**src/rtl/wb_sdrc_arb_if.sv**
```systemverilog
// Bundled Wishbone signals between two masters, the arbiter and the SDRAM bridge.
// The slave modport is the arbiter's view; the master modport is the surrounding environment.
interface wb_sdrc_arb_if #(
  parameter int dw = 32,
  parameter int aw = 32
);
  logic            m0_cyc_i, m0_stb_i, m0_we_i;
  logic [aw-1:0]   m0_addr_i;
  logic [dw-1:0]   m0_dat_i;
  logic [dw/8-1:0] m0_sel_i;
  logic [2:0]      m0_cti_i;
  logic            m0_ack_o, m0_err_o;
  logic [dw-1:0]   m0_dat_o;

  logic            m1_cyc_i, m1_stb_i, m1_we_i;
  logic [aw-1:0]   m1_addr_i;
  logic [dw-1:0]   m1_dat_i;
  logic [dw/8-1:0] m1_sel_i;
  logic [2:0]      m1_cti_i;
  logic            m1_ack_o, m1_err_o;
  logic [dw-1:0]   m1_dat_o;

  logic            s_cyc_o, s_stb_o, s_we_o;
  logic [aw-1:0]   s_addr_o;
  logic [dw-1:0]   s_dat_o;
  logic [dw/8-1:0] s_sel_o;
  logic [2:0]      s_cti_o;
  logic            s_ack_i;
  logic [dw-1:0]   s_dat_i;

  logic [1:0]      grant_o;

  modport slave (
    input  m0_cyc_i, m0_stb_i, m0_we_i, m0_addr_i, m0_dat_i, m0_sel_i, m0_cti_i,
    output m0_ack_o, m0_err_o, m0_dat_o,
    input  m1_cyc_i, m1_stb_i, m1_we_i, m1_addr_i, m1_dat_i, m1_sel_i, m1_cti_i,
    output m1_ack_o, m1_err_o, m1_dat_o,
    output s_cyc_o, s_stb_o, s_we_o, s_addr_o, s_dat_o, s_sel_o, s_cti_o,
    input  s_ack_i, s_dat_i,
    output grant_o
  );

  modport master (
    output m0_cyc_i, m0_stb_i, m0_we_i, m0_addr_i, m0_dat_i, m0_sel_i, m0_cti_i,
    input  m0_ack_o, m0_err_o, m0_dat_o,
    output m1_cyc_i, m1_stb_i, m1_we_i, m1_addr_i, m1_dat_i, m1_sel_i, m1_cti_i,
    input  m1_ack_o, m1_err_o, m1_dat_o,
    input  s_cyc_o, s_stb_o, s_we_o, s_addr_o, s_dat_o, s_sel_o, s_cti_o,
    output s_ack_i, s_dat_i,
    input  grant_o
  );
endinterface

```
**src/rtl/wb_sdrc_arb.sv**
```systemverilog
// Two-master round-robin Wishbone arbiter in front of the SDRAM bridge, with a
// per-ownership stall timeout that aborts the cycle and pulses err to the owner.
//
// state | meaning
// IDLE  | no owner, slave bus driven to zero, acks dropped
// OWN0  | master 0 owns the bridge
// OWN1  | master 1 owns the bridge
module wb_sdrc_arb #(
  parameter int dw     = 32,
  parameter int aw     = 32,
  parameter int TO_CYC = 255
) (
  input logic          wb_clk_i,
  input logic          wb_rst_i,
  wb_sdrc_arb_if.slave bus
);

  typedef enum logic [1:0] {
    IDLE = 2'b00,
    OWN0 = 2'b01,
    OWN1 = 2'b10
  } state_t;

  localparam logic [7:0] TO_LIM = 8'(TO_CYC);

  state_t          state, state_nxt;
  logic            last, last_nxt;
  logic [7:0]      stall_cnt, stall_nxt;

  logic            sel_cyc, sel_stb, sel_we, sel_ack;
  logic [2:0]      sel_cti;
  logic [aw-1:0]   sel_addr;
  logic [dw-1:0]   sel_dat;
  logic [dw/8-1:0] sel_sel;
  logic            timeout;

  always_ff @(posedge wb_clk_i or posedge wb_rst_i) begin
    if (wb_rst_i) begin
      state     <= IDLE;
      last      <= 1'b1;
      stall_cnt <= '0;
    end else begin
      state     <= state_nxt;
      last      <= last_nxt;
      stall_cnt <= stall_nxt;
    end
  end

  // Owner mux; IDLE leaves everything at zero so stray acks go nowhere.
  always_comb begin
    sel_cyc  = 1'b0;
    sel_stb  = 1'b0;
    sel_we   = 1'b0;
    sel_ack  = 1'b0;
    sel_cti  = '0;
    sel_addr = '0;
    sel_dat  = '0;
    sel_sel  = '0;
    case (state)
      OWN0: begin
        sel_cyc  = bus.m0_cyc_i;
        sel_stb  = bus.m0_stb_i;
        sel_we   = bus.m0_we_i;
        sel_cti  = bus.m0_cti_i;
        sel_addr = bus.m0_addr_i;
        sel_dat  = bus.m0_dat_i;
        sel_sel  = bus.m0_sel_i;
        sel_ack  = bus.s_ack_i;
      end
      OWN1: begin
        sel_cyc  = bus.m1_cyc_i;
        sel_stb  = bus.m1_stb_i;
        sel_we   = bus.m1_we_i;
        sel_cti  = bus.m1_cti_i;
        sel_addr = bus.m1_addr_i;
        sel_dat  = bus.m1_dat_i;
        sel_sel  = bus.m1_sel_i;
        sel_ack  = bus.s_ack_i;
      end
      default: ;
    endcase
  end

  assign timeout = (state != IDLE) && (stall_cnt == TO_LIM);

  always_comb begin
    state_nxt = state;
    last_nxt  = last;
    stall_nxt = stall_cnt;
    case (state)
      IDLE: begin
        stall_nxt = '0;
        // last=1 means master 1 was served most recently, so master 0 wins a tie
        if (bus.m0_cyc_i && (!bus.m1_cyc_i || last)) begin
          state_nxt = OWN0;
          last_nxt  = 1'b0;
        end else if (bus.m1_cyc_i) begin
          state_nxt = OWN1;
          last_nxt  = 1'b1;
        end
      end
      OWN0, OWN1: begin
        if (timeout || sel_ack)
          stall_nxt = '0;
        else if (sel_stb)
          stall_nxt = stall_cnt + 8'd1;
        if (timeout || !sel_cyc || (sel_ack && sel_cti == 3'b111))
          state_nxt = IDLE;
      end
      default: state_nxt = IDLE;
    endcase
  end

  assign bus.s_cyc_o  = sel_cyc & ~timeout;
  assign bus.s_stb_o  = sel_stb & ~timeout;
  assign bus.s_we_o   = sel_we;
  assign bus.s_cti_o  = sel_cti;
  assign bus.s_addr_o = sel_addr;
  assign bus.s_dat_o  = sel_dat;
  assign bus.s_sel_o  = sel_sel;

  assign bus.m0_ack_o = (state == OWN0) & bus.s_ack_i;
  assign bus.m1_ack_o = (state == OWN1) & bus.s_ack_i;
  assign bus.m0_err_o = (state == OWN0) & timeout;
  assign bus.m1_err_o = (state == OWN1) & timeout;
  assign bus.m0_dat_o = bus.s_dat_i;
  assign bus.m1_dat_o = bus.s_dat_i;

  assign bus.grant_o  = state;

endmodule

```
**src/flat_wrapper.sv**
```systemverilog
// flat-port wrapper written by rule: the top's interface ports become plain ports
module wb_sdrc_arb_flat 
#(
  parameter int dw     = 32,
  parameter int aw     = 32,
  parameter int TO_CYC = 255
)
  (wb_clk_i, wb_rst_i, bus_m0_cyc_i, bus_m0_stb_i, bus_m0_we_i, bus_m0_addr_i, bus_m0_dat_i, bus_m0_sel_i, bus_m0_cti_i, bus_m0_ack_o, bus_m0_err_o, bus_m0_dat_o, bus_m1_cyc_i, bus_m1_stb_i, bus_m1_we_i, bus_m1_addr_i, bus_m1_dat_i, bus_m1_sel_i, bus_m1_cti_i, bus_m1_ack_o, bus_m1_err_o, bus_m1_dat_o, bus_s_cyc_o, bus_s_stb_o, bus_s_we_o, bus_s_addr_o, bus_s_dat_o, bus_s_sel_o, bus_s_cti_o, bus_s_ack_i, bus_s_dat_i, bus_grant_o);
  wb_sdrc_arb_if #(.dw(dw), .aw(aw)) bus_i ();
  input logic wb_clk_i;
  input logic wb_rst_i;
  input wire logic [$bits(bus_i.m0_cyc_i)-1:0] bus_m0_cyc_i;
  input wire logic [$bits(bus_i.m0_stb_i)-1:0] bus_m0_stb_i;
  input wire logic [$bits(bus_i.m0_we_i)-1:0] bus_m0_we_i;
  input wire logic [$bits(bus_i.m0_addr_i)-1:0] bus_m0_addr_i;
  input wire logic [$bits(bus_i.m0_dat_i)-1:0] bus_m0_dat_i;
  input wire logic [$bits(bus_i.m0_sel_i)-1:0] bus_m0_sel_i;
  input wire logic [$bits(bus_i.m0_cti_i)-1:0] bus_m0_cti_i;
  output wire logic [$bits(bus_i.m0_ack_o)-1:0] bus_m0_ack_o;
  output wire logic [$bits(bus_i.m0_err_o)-1:0] bus_m0_err_o;
  output wire logic [$bits(bus_i.m0_dat_o)-1:0] bus_m0_dat_o;
  input wire logic [$bits(bus_i.m1_cyc_i)-1:0] bus_m1_cyc_i;
  input wire logic [$bits(bus_i.m1_stb_i)-1:0] bus_m1_stb_i;
  input wire logic [$bits(bus_i.m1_we_i)-1:0] bus_m1_we_i;
  input wire logic [$bits(bus_i.m1_addr_i)-1:0] bus_m1_addr_i;
  input wire logic [$bits(bus_i.m1_dat_i)-1:0] bus_m1_dat_i;
  input wire logic [$bits(bus_i.m1_sel_i)-1:0] bus_m1_sel_i;
  input wire logic [$bits(bus_i.m1_cti_i)-1:0] bus_m1_cti_i;
  output wire logic [$bits(bus_i.m1_ack_o)-1:0] bus_m1_ack_o;
  output wire logic [$bits(bus_i.m1_err_o)-1:0] bus_m1_err_o;
  output wire logic [$bits(bus_i.m1_dat_o)-1:0] bus_m1_dat_o;
  output wire logic [$bits(bus_i.s_cyc_o)-1:0] bus_s_cyc_o;
  output wire logic [$bits(bus_i.s_stb_o)-1:0] bus_s_stb_o;
  output wire logic [$bits(bus_i.s_we_o)-1:0] bus_s_we_o;
  output wire logic [$bits(bus_i.s_addr_o)-1:0] bus_s_addr_o;
  output wire logic [$bits(bus_i.s_dat_o)-1:0] bus_s_dat_o;
  output wire logic [$bits(bus_i.s_sel_o)-1:0] bus_s_sel_o;
  output wire logic [$bits(bus_i.s_cti_o)-1:0] bus_s_cti_o;
  input wire logic [$bits(bus_i.s_ack_i)-1:0] bus_s_ack_i;
  input wire logic [$bits(bus_i.s_dat_i)-1:0] bus_s_dat_i;
  output wire logic [$bits(bus_i.grant_o)-1:0] bus_grant_o;
  assign bus_i.m0_cyc_i = bus_m0_cyc_i;
  assign bus_i.m0_stb_i = bus_m0_stb_i;
  assign bus_i.m0_we_i = bus_m0_we_i;
  assign bus_i.m0_addr_i = bus_m0_addr_i;
  assign bus_i.m0_dat_i = bus_m0_dat_i;
  assign bus_i.m0_sel_i = bus_m0_sel_i;
  assign bus_i.m0_cti_i = bus_m0_cti_i;
  assign bus_m0_ack_o = bus_i.m0_ack_o;
  assign bus_m0_err_o = bus_i.m0_err_o;
  assign bus_m0_dat_o = bus_i.m0_dat_o;
  assign bus_i.m1_cyc_i = bus_m1_cyc_i;
  assign bus_i.m1_stb_i = bus_m1_stb_i;
  assign bus_i.m1_we_i = bus_m1_we_i;
  assign bus_i.m1_addr_i = bus_m1_addr_i;
  assign bus_i.m1_dat_i = bus_m1_dat_i;
  assign bus_i.m1_sel_i = bus_m1_sel_i;
  assign bus_i.m1_cti_i = bus_m1_cti_i;
  assign bus_m1_ack_o = bus_i.m1_ack_o;
  assign bus_m1_err_o = bus_i.m1_err_o;
  assign bus_m1_dat_o = bus_i.m1_dat_o;
  assign bus_s_cyc_o = bus_i.s_cyc_o;
  assign bus_s_stb_o = bus_i.s_stb_o;
  assign bus_s_we_o = bus_i.s_we_o;
  assign bus_s_addr_o = bus_i.s_addr_o;
  assign bus_s_dat_o = bus_i.s_dat_o;
  assign bus_s_sel_o = bus_i.s_sel_o;
  assign bus_s_cti_o = bus_i.s_cti_o;
  assign bus_i.s_ack_i = bus_s_ack_i;
  assign bus_i.s_dat_i = bus_s_dat_i;
  assign bus_grant_o = bus_i.grant_o;
  wb_sdrc_arb #(.dw(dw), .aw(aw), .TO_CYC(TO_CYC)) u_core (.wb_clk_i(wb_clk_i), .wb_rst_i(wb_rst_i), .bus(bus_i));
endmodule
```
**config.mk**
```make
export PLATFORM = sky130hd
export DESIGN_NAME = wb_sdrc_arb_flat
export DESIGN_NICKNAME = d
export VERILOG_FILES = /design/src/rtl/wb_sdrc_arb_if.sv /design/src/rtl/wb_sdrc_arb.sv /design/src/flat_wrapper.sv
export SDC_FILE = /design/constraint.sdc
export NUM_CORES = 1
export LEC_CHECK = 0
export BUFFER_PORTS_ARGS = -buffer_cell sky130_fd_sc_hd__buf_2
export CORE_AREA = 8 8 122 124
export CTS_BUF_LIST = sky130_fd_sc_hd__clkbuf_16
export DETAILED_ROUTE_END_ITERATION = 8
export DIE_AREA = 0 0 130 132
export PLACE_DENSITY = 0.53
export SLEW_MARGIN = 20
export SYNTH_ARGS = -nofsm -noshare
export SYNTH_HDL_FRONTEND = slang
export SYNTH_SLANG_ARGS = --single-unit
```
**constraint.sdc**
```tcl
create_clock -name wb_clk_i -period 2.75 [get_ports wb_clk_i]
set_input_delay 0.55 -clock wb_clk_i [delete_from_list [all_inputs] [get_ports wb_clk_i]]
set_output_delay 0.55 -clock wb_clk_i [all_outputs]
set_load 0.01 [all_outputs]
```
After elaboration in Yosys (flattened, before gate mapping) --
Index checks and enable logic that the tools add are counted.
Cells by class: muxes and demuxes 17, add/sub/neg operators 1, equality and inequality tests 7, reduce and logical (&&, ||, !) cells 17, bitwise operators 7
Operator list (number):
- 32-bit one-hot mux with 2 select lines | 2
- 8-bit two-way mux | 2
- 8-bit one-hot mux with 2 select lines | 1
- 8-bit by 1-bit adder with 8-bit output (second input constant) | 1
- 8-bit equality test (second input constant) | 1
- 4-bit one-hot mux with 2 select lines | 1
- 1-bit AND | 6
- 2-bit two-way mux | 3
- 1-bit one-hot mux with 2 select lines | 3
- 3-bit one-hot mux with 2 select lines | 1
- 2-bit AND reduction | 3
- 2-bit nonzero test | 3
- 1-bit logical OR | 4
- 2-bit one-hot mux with 2 select lines | 1
- 3-bit equality test (second input constant) | 1
- 1-bit logical AND | 3
- 1-bit two-way mux | 3
- 3-bit by 1-bit != test with 1-bit output (second input constant) | 1
- 3-bit by 2-bit != test with 1-bit output (second input constant) | 1
- 2-bit by 1-bit equality test with 1-bit output (second input constant) | 1
- 2-bit equality test (second input constant) | 1
- 1-bit zero test | 2
- 2-bit zero test | 1
- 2-bit by 1-bit != test with 1-bit output (second input constant) | 1
- other kinds (2) | 2
Storage, ports and cells: output and inout bits 144, bits of input ports 183, register bits 11, logic and storage cells 52

Longest topological paths before layout --
Gate-level depths: netlist (run 1).
depth in word-level cells 7, mapped depth 7, gate-level depth less buffers 6

Least setup slack after synthesis (run 1) --
OpenSTA, ideal clock, no wires.
path type register to output, start register u_core.state[0], in the netlist u_core.bus.grant_o[0], end output port bus_s_addr_o[23], setup slack 0.648 ns, required time 2.200 ns, path buffers 2, stages on the path, launching flop included 6, arrival time 1.552 ns, cells stage by stage dfrtp_1 > inv_1 > ha_1 > clkbuf_1 > clkbuf_1 > nor2b_1
Between the ends: cells in the longest elaborated chain, start to end 2, elaborated cells between the ends (all ways) 3, classes of those cells eq/ne: 2; mux: 1
Ends and longest elaborated chain:
- from (decl) | RTL line wb_sdrc_arb.sv:26 | state_t state, state_nxt;
- from (signal assigned) | RTL line wb_sdrc_arb.sv:43 | state <= state_nxt;
- 2-bit equality test / 2-bit by 1-bit equality test with 1-bit output (equally long branches) | RTL line wb_sdrc_arb.sv:59 | case (state)
- 32-bit one-hot mux with 2 select lines * | RTL line wb_sdrc_arb.sv:59
- to (decl) | RTL line flat_wrapper.sv:35 | output wire logic [$bits(bus_i.s_addr_o)-1:0] bus_s_addr_o;
Every way passes the cells marked *; elsewhere a longest branch is shown, timed or not.

Final worst setup path (run 1) --
start register u_core.state[1], in the netlist u_core.bus.grant_o[1], end output port bus_s_sel_o[0]
Between the ends: cells in the longest elaborated chain, start to end 2, elaborated cells between the ends (all ways) 3, classes of those cells eq/ne: 2; mux: 1
Ends and longest elaborated chain:
- 2-bit equality test / 2-bit by 1-bit equality test with 1-bit output (equally long branches) | RTL line wb_sdrc_arb.sv:59
- 4-bit one-hot mux with 2 select lines * | RTL line wb_sdrc_arb.sv:59
- to (decl) | RTL line flat_wrapper.sv:37 | output wire logic [$bits(bus_i.s_sel_o)-1:0] bus_s_sel_o;
Marked as above.

==> key figures, run 1 <==
Status
  – Status: finished, final reports clean

Logic synthesis
  – Post-Syn Area: roughly 2400 sq um
  – Synth area leaders: a22oi_1 23%, buf_4 21%, nor2b_1 19%, dfrtp_1 10%, clkbuf_1 3.8%
  – Syn_nets: 510
  – Synth area leader: a22oi_1
  – Yosys top cell area share: 0.2257
  – Post-synthesis sequential area ratio: 0.1155
  – Post-Synthesis Cells: ~320
  – Syn Area/Cell: approximately 7.4 sq um
  – Unique masters post-synth: 41
  – YS warnings: 0
  – Number of synthesized register bits: 11

Placement
  – Final GP Congestion: slightly above 0.8
  – Detailed Place HPWL: 9.333 mm
  – Port Buf Inserts: between 200 and 250
  – Pre-CTS WS: 0.3593 ns

Pwr
  – Worst vdd ir: approximately 340 uV
  – Clk pwr share: 0.091
  – P_int: 0.001478 W
  – Comb pwr share: 0.835
  – Power Density: approximately 880 nW/um^2
  – Reg power frac: 0.074
  – Leak pwr: 1.686 nW
  – NetSw: ~0.0015 W
  – Sw frac: 0.4962

Floorplan
  – Core Area: ~13000 sq um
  – Die width: 130 microns
  – DIE HEIGHT: ~130 microns
  – IO Count: 327
  – Core Rows: 42
  – Die area: about 17000 sq um
  – Initial core utilization: 0.1845

GRT
  – Pin count of the biggest net entering global routing: 45
  – Total gr overflow: 0
  – Initial antenna violation count: 0
  – Vias in the first global route: between 3000 and 4000
  – Global-route wire length before repair: ~16 mm
  – GRT Resource Usage Total: 0.1154

Clock network
  – Clock Latency Late Sink: roughly 0.24 ns
  – Post_cts resized: 0
  – Hold_buf cts: 0
  – CTS Buffer Depth: 2
  – H-tree levels: 1
  – CTS tree: done
  – Clock tree root buffer cell: clkbuf_16
  – CTS Buf Count: 3
  – Worst-path clk slew: around 0.04 ns
  – Setup bufs post-CTS: 0
  – Clk sink count: 11

Cells and area
  – N_diodes: 0
  – Fin nets: 661
  – Area delta synth->final: 39.86%
  – Multi-input gate area: 1521 sq um
  – Reg area: ~280 sq um
  – Ratio of cells with drive above 1 in the final layout: 0.5381
  – FILL cells: around 1400

STA
  – Hold slack: 0.3067 ns
  – Final setup viols: 0
  – Clk_skew: 0.001211 ns
  – Setup TNS: 0 ns
  – Fmax: 386.0 MHz
  – Post-route clock period utilization: 0.9420
  – Worst setup margin: roughly 0.16 ns
  – Final Slew Violations: 0
  – Actual slew at the worst max-slew pin: approximately 0.55 ns
  – Final hold viol count: 0
  – Minimum clock period: around 2.6 ns
  – Rel. slew slack: 0.6341
  – RSZ-0062 raised after global routing: no

Critical path
  – Slowest cell delay on critical path: 0.70 ns
  – Crit path kind: flip-flop to output pin
  – Highest-delay cell along the critical path: ha_2
  – Type of origin of the critical path: flip-flop
  – Internal reg-to-reg setup slack: 0.56 ns
  – CP required: 2.20 ns
  – WP data arrival: just over 2 ns
  – Crit Path Max Fanout: 44
  – CP endpoint kind: output pin
  – CP cell instances: inv_1, ha_2, buf_12, nor2b_1, buf_2

Worst hold path
  – Hold Crit Class: input port to async pin

Drt
  – Initial DRC count: 144
  – First-pass DRT Iterations: 4
  – Met2 routed WL: around 5.2 mm
  – DRC viols: 0
  – Via density: between 4 and 5
  – Average wire per standard cell: 16.54 microns
  – Post-DRT Antenna Nets: 0
  – Metal-1 WL: 4.073 mm
  – Total number of vias: 2914
  – Max layer used: met4
  – Routed WL: roughly 11 mm
  – Met3 wire len: 1.204 mm

Job
  – # Max-Cap Violations: 0
[power groups by stage]
stage	logic (W)	clock network, W	registers [W]
floorplan	0.00167	0	0.000221
global placement	0.00245	0	0.000216
detailed placement	0.00250	0	0.000219
CTS	0.00250	0.000271	0.000216
global route	0.00269	0.000279	0.000222
finish	0.00245	0.000267	0.000217
[registers in the layout (all words and copies together), names as in the netlist]
register and cells:
u_core.stall_cnt 8, u_core.bus.grant_o 2, u_core.last 1
[layout by cell type (no fill, tap or decap), drive strengths merged]
cell / count
mux2: 1
o21bai: 3
buf: 236
a22oi: 73
o311ai: 1
a21oi: 2
o22ai: 1
nand2b: 1
dfrtp: 10
nand3: 5
nor3: 3
o21ai: 4
nor2: 8
a22o: 4
mux2i: 1
o31ai: 1
nor2b: 72
a41o: 1
dfstp: 1
ha: 5
a2bb2oi: 1
nor4: 3
and3: 1
a21o: 1
a31o: 2
inv: 6
a32o: 2
o2bb2ai: 1
clkbuf: 3
nand2: 11
nand4: 1
and2b: 1
nor4b: 1
and2: 4
a31oi: 1
[worst max-delay path: cells and delay by family, from the launching register on]
kind,cells,cell delay (ns)
fa+ha+maj,1,0.70
buf+inv,3,0.51
flops,1,0.41
simple gates,1,0.17
[cell families after synthesis]
group,count (synthesis),synth area share
buffers and inverters,95,0.2524
AND/OR/NAND/NOR,111,0.2769
adder cells (fa/ha/maj),5,0.02612
AO/OA/AOI/OAI,98,0.3203
flip-flops,11,0.1155
multiplexers,2,0.008882
[cells in the mapped netlist]
library cell,count
mux2i_1,1
a32o_1,2
a31oi_1,1
a22o_1,4
dfstp_2,1
o22ai_1,1
o2bb2ai_1,1
a31o_2,2
nand3_2,1
dfrtp_1,10
nor3_2,1
a21o_1,1
mux2_2,1
nor2b_1,72
o21ai_0,2
o311ai_2,1
nor4_2,1
nand2b_1,1
nor4b_1,1
ha_1,5
nand3_1,4
nor4_1,2
a2bb2oi_1,1
a22oi_2,1
nand4_2,1
and2b_1,1
a41o_1,1
o31ai_4,1
and3_1,1
clkbuf_1,24
buf_4,66
and2_1,4
nor3_1,2
a22oi_1,72
o21ai_1,2
inv_1,5
nand2_1,11
o21bai_1,2
a21oi_1,2
o21bai_2,1
nor2_1,8
[stage by stage]
stage          std cells  power [W]  utilization  cell area, sq um
2_1_floorplan        322   0.001889            -              2395
3_3_place_gp         644   0.002670       0.2520              3271
3_5_place_dp         644   0.002721       0.2520              3271
4_1_cts              648   0.002991       0.2580              3349
5_1_grt              648   0.003188       0.2580              3349
6_report             648   0.002933       0.2580              3349
[worst paths after layout]
check | end | start | cells after the start
min in group wb_clk_i | u_core.last | u_core.last | 2
setup reg to reg | u_core.stall_cnt[5] | u_core.bus.grant_o[1] | 6
max in group asynchronous | u_core.last | wb_rst_i | 2
hold reg to reg | u_core.last | u_core.last | 2
setup / recovery | bus_s_sel_o[0] | u_core.bus.grant_o[1] | 5
hold / removal | u_core.bus.grant_o[0] | wb_rst_i | 2
[cell type report]
class	count	area share
timing repair buffer	236	0.3683
clock buffer	3	0.02241
clock inverter	1	0.001121
inverter	5	0.005603
multi-input combinational	216	0.4542
tap	176	0.06575
sequential	11	0.08256
[routing by layer]
layer,GRT usage,vias to the layer above
li1,-,1388
met1,0.1260,1343
met2,0.2090,167
met3,0.03277,16
met4,0.03357,0
met5,0,-
Note: power is estimated with default switching activity, not from simulation.
==> inputs of run 2 (changes only) <==
==> constraint.sdc (replaced) <==
create_clock -name wb_clk_i -period 2.75 [get_ports wb_clk_i]
set_input_delay 0 -clock wb_clk_i [delete_from_list [all_inputs] [get_ports wb_clk_i]]
set_output_delay 0 -clock wb_clk_i [all_outputs]
set_load 0.01 [all_outputs]
==> run 2 against run 1 <==
Effect of this change:
- sequential power about the same
- register-to-register slack improved by 0.07 ns
- non-clock buffer count rose by 1
- clock power about the same
- die area stayed put
- first-iteration DRC count grew 37%
- fmax grew 19%
- critical endpoint is now bus_s_dat_o[16]
==> key figures, run 2 (synthesized netlist as in run 1, its figures left out) <==
Status
  – Status: finished, final reports clean

STA
  – Fmax: 458.2 MHz (+19%)
  – Worst setup margin: 0.5675 ns (+0.4080 ns)
  – Clk_skew: 0.003971 ns (+0.002759 ns)
  – Final Slew Violations: 0 (unchanged)
  – Minimum clock period: 2.183 ns (-0.4080 ns)
  – Rel. slew slack: 0.6662 (+0.03209)
  – Final hold viol count: 0 (unchanged)
  – RSZ-0062 raised after global routing: no
  – Setup TNS: 0 ns (unchanged)
  – Actual slew at the worst max-slew pin: 0.5008 ns (-0.04813 ns)
  – Post-route clock period utilization: 0.7936 (-0.1484)
  – Final setup viols: 0 (unchanged)

Worst hold path
  – Worst Hold Launch: bus_s_dat_i[1]
  – Hold Crit Class: input port to output pin

Pwr
  – Clk pwr share: 0.095 (+0.004)
  – Sw frac: 0.5050 (+0.008860)
  – Power Density: 852.7 nW/um^2 (-2.6%)
  – Worst vdd ir: 423.3 uV (+23%)
  – Leak pwr: 1.678 nW (-0.46%)
  – Reg power frac: 0.076 (+0.002)
  – P_int: 0.001403 W (-5.0%)
  – NetSw: 0.001432 W (-1.6%)
  – Comb pwr share: 0.829 (-0.006)

Floorplan
  – Core Area: 12980 sq um (unchanged)
  – Initial core utilization: 0.1845 (unchanged)
  – DIE HEIGHT: 132 microns (unchanged)
  – Core Rows: 42 (unchanged)
  – IO Count: 327 (unchanged)
  – Die width: 130 microns (unchanged)
  – Die area: 17160 sq um (unchanged)

Clock network
  – CTS Buffer Depth: 2 (unchanged)
  – H-tree levels: 1 (unchanged)
  – Clock tree root buffer cell: clkbuf_16
  – CTS Buf Count: 3 (unchanged)
  – Worst-path clk slew: 0.05 ns (about the same)
  – CTS tree: done
  – Clock Latency Late Sink: 0.24 ns (about the same)
  – Clk sink count: 11 (unchanged)

Placement
  – Detailed Place HPWL: 9.228 mm (-1.1%)
  – Port Buf Inserts: 230 (unchanged)
  – Pre-CTS WS: 0.6384 ns (+0.2791 ns)
  – Placed cells: 643 (-0.16%)
  – Final GP Congestion: 0.7905 (-4.0%)

Critical path
  – CP required: 2.75 ns (+0.55 ns)
  – Type of origin of the critical path: flip-flop
  – CP cell instances: inv_1, ha_2, buf_4, nor2b_1, buf_2
  – FF-to-FF path depth: 6 (unchanged)
  – Crit path kind: flip-flop to output pin
  – WP data arrival: 2.18 ns (+0.14 ns)
  – R2r endpoint: u_core.stall_cnt[5]
  – CP endpoint kind: output pin
  – RR Startpoint: u_core.bus.grant_o[1]
  – Crit Path Max Fanout: 45 (+2.3%)
  – Slowest cell delay on critical path: 0.65 ns (-0.05 ns)
  – Worst Setup SP: u_core.bus.grant_o[1]
  – Setup crit end: bus_s_dat_o[16]
  – Highest-delay cell along the critical path: ha_2
  – Internal reg-to-reg setup slack: 0.63 ns (+0.07 ns)

Drt
  – First-pass DRT Iterations: 4 (unchanged)
  – Total number of vias: 2898 (-0.55%)
  – Routed WL: 10.59 mm (-1.2%)
  – Via density: 4.465 (-0.70%)
  – Initial DRC count: 197 (+37%)
  – Average wire per standard cell: 16.32 microns (-1.3%)
  – DRC viols: 0 (unchanged)
  – Post-DRT Antenna Nets: 0 (unchanged)

GRT
  – Pin count of the biggest net entering global routing: 46 (+2.2%)
  – GRT Resource Usage Total: 0.1143 (-0.001027)
  – Initial antenna violation count: 0 (unchanged)
  – Total gr overflow: 0 (unchanged)
  – Vias in the first global route: 3146 (+0.095%)
  – Global-route wire length before repair: 16.21 mm (-0.89%)

Cells and area
  – Utilization after layout: 0.2561 (-0.001928)
  – N_diodes: 0 (unchanged)
  – Register with the most flip-flops: u_core.stall_cnt
  – Fin nets: 662 (+0.15%)
  – Final Non-Filler Cells: 649 (+0.15%)
  – Most common cell after layout, fill and taps aside: buf_2
  – Max reg flops: 8 (unchanged)
  – Most frequent cells in the layout: 230 x buf_2, 72 x a22oi_1, 72 x nor2b_1
  – Area delta synth->final: 38.82%
  – Ratio of cells with drive above 1 in the final layout: 0.5349 (-0.003252)

Job
  – # Max-Cap Violations: 0 (unchanged)
==> run 2: layout make-up <==
cell class / count / area, sq um
Fill cell: 1451 / 9656
Multi-Input combinational cell: 216 / 1521
Timing Repair Buffer: 237 / 1209
Sequential cell: 11 / 276.5
Tap cell: 176 / 220.2
Clock buffer: 3 / 75.07
Inverter: 5 / 18.77
Clock inverter: 1 / 3.754
==> run 2: critical path, delay by kind of cell, from the launching register on <==
family	cells	cell delay, ns
and+or+nand+nor	1	0.20
DFF	1	0.40
buffers and inverters	3	0.64
adders and majority gates	1	0.65
==> run 2: worst min path at each step <==
stage	cells past startpoint	slack (ns)	end
2_1_floorplan	1	-0.15	u_core.bus.grant_o[0]
3_3_place_gp	0	0.0001	bus_m0_dat_o[22]
3_5_place_dp	0	0.0001	bus_m0_dat_o[22]
4_1_cts	0	0.0001	bus_m0_dat_o[22]
5_1_grt	0	0.00003	bus_m0_dat_o[20]
6_report	0	0.000003	bus_m1_dat_o[1]
==> run 2: power groups by stage <==
stage          logic (W)  clock network [W]  registers, W
6_report         0.00235           0.000269      0.000217
5_1_grt          0.00260           0.000277      0.000220
4_1_cts          0.00239           0.000276      0.000216
3_5_place_dp     0.00239                  0      0.000218
3_3_place_gp     0.00234                  0      0.000217
2_1_floorplan    0.00167                  0      0.000221
==> run 2: metal layers <==
layer  vias up  global-route usage  share of wire
li1       1390                   -              -
met1      1314              0.1219           0.37
met2       176              0.2136           0.50
met3        18             0.02953           0.11
met4         0             0.03163          0.017
met5         -                   0              0
==> run 2: per-stage QoR <==
step	power, W	area, sq um	hold slack (ns)
after global routing	0.003096	3324	0.00002569
final	0.002835	3324	0.000003273
after detailed placement	0.002606	3226	0.0001013
after floorplan	0.001889	2395	-0.1483
after CTS	0.002885	3324	0.0001013
after global placement	0.002561	3226	0.0001013
==> run 2: repair_timing <==
item	CTS	global route
buffers inserted	0	0
endpoints found under the hold margin	11	0
hold buffers	2	0
resized for setup	0	0
